### config.mk
export PLATFORM = sky130hd
export DESIGN_NAME = decsym_ftab_arbiter
export DESIGN_NICKNAME = d
export VERILOG_FILES = /design/src/rtl/decsym_ftab_arbiter.sv
export SDC_FILE = /design/constraint.sdc
export NUM_CORES = 1
export LEC_CHECK = 0
export ABC_AREA = 1
export BUFFER_PORTS_ARGS = -buffer_cell sky130_fd_sc_hd__buf_4
export CORE_ASPECT_RATIO = 0.75
export CORE_MARGIN = 4
export CORE_UTILIZATION = 53
export CTS_CLUSTER_DIAMETER = 120
export DETAILED_ROUTE_END_ITERATION = 10
export PLACE_DENSITY_LB_ADDON = 0.25
export SETUP_SLACK_MARGIN = 0.2
export SLEW_MARGIN = 5
export SYNTH_ARGS = -nofsm -noshare
export SYNTH_HDL_FRONTEND = slang
export SYNTH_SLANG_ARGS = --single-unit
### constraint.sdc
create_clock -name clock -period 5.2 [get_ports clock]
set_clock_uncertainty 0.05 [all_clocks]
set_input_delay 0.26 -clock clock [delete_from_list [all_inputs] [get_ports clock]]
set_output_delay 0.26 -clock clock [all_outputs]
set_load 0.05 [all_outputs]
### src/rtl/decsym_ftab_arbiter.sv
// Shares one Huffman table port between two DecSym pages: round-robin index arbitration,
// in-order value routing through a tag FIFO, and EOS sequencing across both pages.
module decsym_ftab_arbiter #(
   parameter int unsigned AW    = 8,
   parameter int unsigned DW    = 8,
   parameter int unsigned DEPTH = 4
) (
   input  logic          clock,
   input  logic          reset,
   input  logic [AW-1:0] r0_ind_d,
   input  logic          r0_ind_e,
   input  logic          r0_ind_v,
   output logic          r0_ind_b,
   output logic [DW-1:0] r0_val_d,
   output logic          r0_val_e,
   output logic          r0_val_v,
   input  logic          r0_val_b,
   input  logic [AW-1:0] r1_ind_d,
   input  logic          r1_ind_e,
   input  logic          r1_ind_v,
   output logic          r1_ind_b,
   output logic [DW-1:0] r1_val_d,
   output logic          r1_val_e,
   output logic          r1_val_v,
   input  logic          r1_val_b,
   output logic [AW-1:0] t_ind_d,
   output logic          t_ind_e,
   output logic          t_ind_v,
   input  logic          t_ind_b,
   input  logic [DW-1:0] t_val_d,
   input  logic          t_val_e,
   input  logic          t_val_v,
   output logic          t_val_b
);

   localparam int unsigned PW = $clog2(DEPTH);
   localparam int unsigned CW = PW + 1;

   typedef enum logic [1:0] {StRun, StFlush, StEosOut, StWaitEos} stateT;

   stateT stateQ, stateD;
   logic [1:0] closedQ, closedD;
   logic ptrQ, ptrD;
   logic outValidQ, outValidD;
   logic [AW-1:0] outDataQ, outDataD;

   // Tag = {eos, id}
   logic [1:0] tagMem [DEPTH];
   logic [PW-1:0] rdPtrQ, wrPtrQ;
   logic [CW-1:0] countQ, countD;

   logic fifoEmpty, fifoFull, headEos, headId;
   logic loadable, runActive;
   logic elig0, elig1, grantAny, grantId, grantEos;
   logic [AW-1:0] grantData;
   logic pop, push;
   logic eosBack;

   assign fifoEmpty = (countQ == '0);
   assign fifoFull  = (countQ == CW'(DEPTH));
   assign headEos   = tagMem[rdPtrQ][1];
   assign headId    = tagMem[rdPtrQ][0];

   // The output register can take a new index when empty or being drained this cycle.
   assign loadable  = !outValidQ || !t_ind_b;
   assign runActive = (stateQ == StRun) && !reset;

   assign elig0 = runActive && r0_ind_v && !closedQ[0] && !fifoFull && (r0_ind_e || loadable);
   assign elig1 = runActive && r1_ind_v && !closedQ[1] && !fifoFull && (r1_ind_e || loadable);

   assign grantAny  = elig0 || elig1;
   assign grantId   = (elig0 && elig1) ? ptrQ : elig1;
   assign grantEos  = grantId ? r1_ind_e : r0_ind_e;
   assign grantData = grantId ? r1_ind_d : r0_ind_d;
   assign push      = grantAny;

   assign r0_ind_b = !(grantAny && !grantId);
   assign r1_ind_b = !(grantAny && grantId);

   assign t_ind_v = !reset && ((stateQ == StEosOut) || outValidQ);
   assign t_ind_e = !reset && (stateQ == StEosOut);
   assign t_ind_d = reset ? '0 : outDataQ;

   assign eosBack = (stateQ == StWaitEos) && t_val_v && t_val_e;

   // Response routing from the FIFO head
   always_comb begin
      r0_val_d = '0;
      r0_val_e = 1'b0;
      r0_val_v = 1'b0;
      r1_val_d = '0;
      r1_val_e = 1'b0;
      r1_val_v = 1'b0;
      t_val_b  = 1'b1;
      pop      = 1'b0;
      if (reset) begin
         t_val_b = 1'b1;
      end else if (stateQ == StWaitEos) begin
         t_val_b = !t_val_e;
      end else if (!fifoEmpty) begin
         if (!headEos) begin
            if (headId) begin
               r1_val_d = t_val_d;
               r1_val_v = t_val_v;
               t_val_b  = r1_val_b;
               pop      = t_val_v && !r1_val_b;
            end else begin
               r0_val_d = t_val_d;
               r0_val_v = t_val_v;
               t_val_b  = r0_val_b;
               pop      = t_val_v && !r0_val_b;
            end
         end else begin
            if (headId) begin
               r1_val_v = 1'b1;
               r1_val_e = 1'b1;
               pop      = !r1_val_b;
            end else begin
               r0_val_v = 1'b1;
               r0_val_e = 1'b1;
               pop      = !r0_val_b;
            end
         end
      end
   end

   always_comb begin
      stateD    = stateQ;
      closedD   = closedQ;
      ptrD      = ptrQ;
      outValidD = outValidQ;
      outDataD  = outDataQ;
      countD    = countQ + CW'(push) - CW'(pop);

      if (outValidQ && !t_ind_b) begin
         outValidD = 1'b0;
      end
      if (grantAny) begin
         ptrD = !grantId;
         if (grantEos) begin
            closedD[grantId] = 1'b1;
         end else begin
            outValidD = 1'b1;
            outDataD  = grantData;
         end
      end

      unique case (stateQ)
         StRun: begin
            if (closedQ[0] && closedQ[1]) begin
               stateD = StFlush;
            end
         end
         StFlush: begin
            if (fifoEmpty && !outValidQ) begin
               stateD = StEosOut;
            end
         end
         StEosOut: begin
            if (!t_ind_b) begin
               stateD = StWaitEos;
            end
         end
         StWaitEos: begin
            if (eosBack) begin
               closedD = 2'b00;
               ptrD    = 1'b0;
               stateD  = StRun;
            end
         end
         default: stateD = StRun;
      endcase
   end

   always_ff @(posedge clock) begin
      if (reset) begin
         stateQ    <= StRun;
         closedQ   <= 2'b00;
         ptrQ      <= 1'b0;
         outValidQ <= 1'b0;
         outDataQ  <= '0;
         rdPtrQ    <= '0;
         wrPtrQ    <= '0;
         countQ    <= '0;
      end else begin
         stateQ    <= stateD;
         closedQ   <= closedD;
         ptrQ      <= ptrD;
         outValidQ <= outValidD;
         outDataQ  <= outDataD;
         countQ    <= countD;
         if (push) begin
            wrPtrQ <= wrPtrQ + 1'b1;
         end
         if (pop) begin
            rdPtrQ <= rdPtrQ + 1'b1;
         end
      end
   end

   // Tag storage needs no reset; occupancy is tracked by countQ.
   always_ff @(posedge clock) begin
      if (push) begin
         tagMem[wrPtrQ] <= {grantEos, grantId};
      end
   end

endmodule

==> qor.csv <==
metric;value;unit
CTS tree;yes;
Max Cap Viol;0;
# setup viols final;0;
core area;0.00338;mm²
Root Driver;clkbuf_8;
Post-synth EDFFs;8;
Port Buf Inserts;67;
Cell Area, Synth;0.00191;mm²
Syn Area/Cell;6.89;µm²
syn nets;325;
Critical Path Fanout Max;7;
Unique masters post-synth;27;
Routed WL per cell;11.6;µm
first-pass GRT wire length;7.32;mm
area share of and/or/nand/nor cells after synthesis;35.9;%
vias in the first global route;1658;
Synth Area in Adders;8.24;%
area leader, netlist;dfxtp_1;
initial antenna violation count;0;
multiplexer share of the synthesized area;0;%
Residual DRC;0;
Fin. Hold Viols;0;
Routed WL;4.49;mm
CP startpoint kind;register;
H-Tree Level Count;2;
Initial Utilization;56.7;%
Final min period;2.66;ns
unrepaired setup endpoints after global routing;false;
share of flip-flops with an asynchronous set or reset;0;%
hold_buf cts;0;
Routed Antenna Nets;0;
Final period util;51.2;%
DRT iter0 DRCs;103;
Routability Congestion;0.893;
die area;0.00465;mm²
pin count of the biggest net entering global routing;19;
Synth Area in Compound Gates;5.82;%
synthesized instance count;278;
vias per inst;4.79;
Clock Pin Slew Worst Setup and Hold Paths;0.06;ns
CP required;5.35;ns
Slew Limit Fails;0;
Worst-Skew Late Latency;0.28;ns
XOR/XNOR share of the synthesized area;0.458;%
Die Y;60.0;µm
crit path kind;register to register;
Yosys reg bits;31;
headroom to the max-slew limit;66.3;%
Yosys top cell area share;24.1;%
CTS Buf Count;5;
layout cells sized above 1;26.2;%
PwrDens;423;mW/mm²
Chip Width;77.4;µm
outcome;finished, final reports clean;
Longest Clk Path Bufs;2;
antenna fix cells;0;
CP arrival;2.82;ns
1st-pass router iterations;4;
Max IR drop VDD;243;µV
Peak Freq;0.375;GHz
Site Rows;18;
Synth area leaders;dfxtp_1 (24%), nand2_1 (13%), edfxtp_1 (13%);
Top FF cell, synth;dfxtp_1;
nets;393;
Hold WS;0.230;ns
PostCTS Resize Cnt;0;
via count;1855;
post-placement worst setup slack;2.56;ns
commonest cells in the synthesized netlist;nand2_1 (68), inv_1 (48), nor2_1 (39);
Hold WC Path Type;input pin to register;
FILL cells;284;
Ys Warns;0;
total grt overflow;0;
Synth-to-Final Area Change;30.9;%
Tot GR Track Use;20.1;%
post-synthesis sequential area ratio;36.6;%
largest family of logic cells by synthesized area;simple AND/OR/NAND/NOR gates;
Leak;1.31;nW
worst slew pin tran;0.506;ns
most frequent cell after synthesis;nand2_1;
setup_tns;0;ns
clk sink count;31;
endpoint type of the worst setup path;register;
post-DP HPWL;3.57;mm
I/O Pins;68;
post-CTS setup buffers;0;
final worst setup slack;2.54;ns
[worst max-delay path: stages, from the launching register on]
cell and delay [ns]:
dfxtp_1 0.34, inv_1 0.11, ha_1 0.21, inv_2 0.06
nor2_4 0.08, nand3_2 0.09, nor2_4 0.14, inv_2 0.05
nand2_2 0.11, inv_1 0.13, ha_1 0.31, inv_1 0.04
ha_1 0.18, fa_1 0.38, and3_1 0.20, nor3_1 0.11
[metal layers]
layer	part of all wire [%]	up-vias	track usage (%)
met4	0.38	0	4.57
met5	0	-	0
met1	47	804	24.8
met3	8.7	2	7.08
met2	44	55	34.2
li1	-	994	-
[where the power goes]
part           switching, mW  internal, mW  total [mW]  leakage [nW]
registers             0.0268         0.302       0.329         0.262
clock network         0.0848        0.0937       0.178        0.0422
logic                  0.386         0.168       0.554          1.00
total                  0.498         0.564        1.06          1.31
[layout by cell type (no fill, tap or decap), drive strengths merged, types with 6 or more instances in the layout]
cell type  instances
clkbuf             7
edfxtp             8
nand3             19
dfxtp             23
o21ai              6
nor3              17
nor2              43
nand2             72
ha                11
inv               54
buf               67
a21oi             13
[state kept, by name, summed over array words and instances, names as in the netlist, named ones only]
name       flops
outValidQ      1
outDataQ       8
stateQ         2
closedQ        2
ptrQ           1
countQ         3
wrPtrQ         2
rdPtrQ         2
tagMem         8
[cell type report]
type | count | area, µm² | area share [%]
clock buffers | 7 | 76.3 | 3.05
repair buffers | 67 | 503 | 20.1
inverters | 54 | 205 | 8.19
multi-input cells | 187 | 966 | 38.5
flip-flops and latches | 31 | 701 | 28.0
well taps | 40 | 50.0 | 2.00
clock inverters | 1 | 5.00 | 0.200
[final timing paths]
path / startpoint / end / slack [ns] / depth (start not counted)
setup / recovery: stateQ[0]$_SDFFE_PP0P_ / countQ[2]$_SDFF_PP0_ / 2.54 / 15
hold / removal: t_ind_b / outValidQ$_SDFF_PP0_ / 0.23 / 3
setup reg to reg: stateQ[0]$_SDFFE_PP0P_ / countQ[2]$_SDFF_PP0_ / 2.54 / 15
hold reg to reg: closedQ[1]$_SDFF_PP0_ / closedQ[1]$_SDFF_PP0_ / 0.43 / 2
[through the flow]
stage	utilization [%]	total power [mW]	cells	area, µm²
finish	74.2	1.06	387	2510
floorplan	-	0.748	278	1910
global placement	71.8	0.874	379	2420
CTS	74.2	1.07	387	2510
global route	74.2	1.15	387	2510
detailed placement	71.8	0.884	379	2420
[cell families (layout without fill, tap and decap cells)]
kind of cell / Yosys count / after routing
xor gates and xnor gates: 1 / 1
adders and majority gates: 12 / 12
buffers and inverters: 60 / 129
and+or+nand+nor: 153 / 153
DFF: 31 / 31
AOI/OAI and AO/OA: 21 / 21
(Power assumes the default switching activity.)
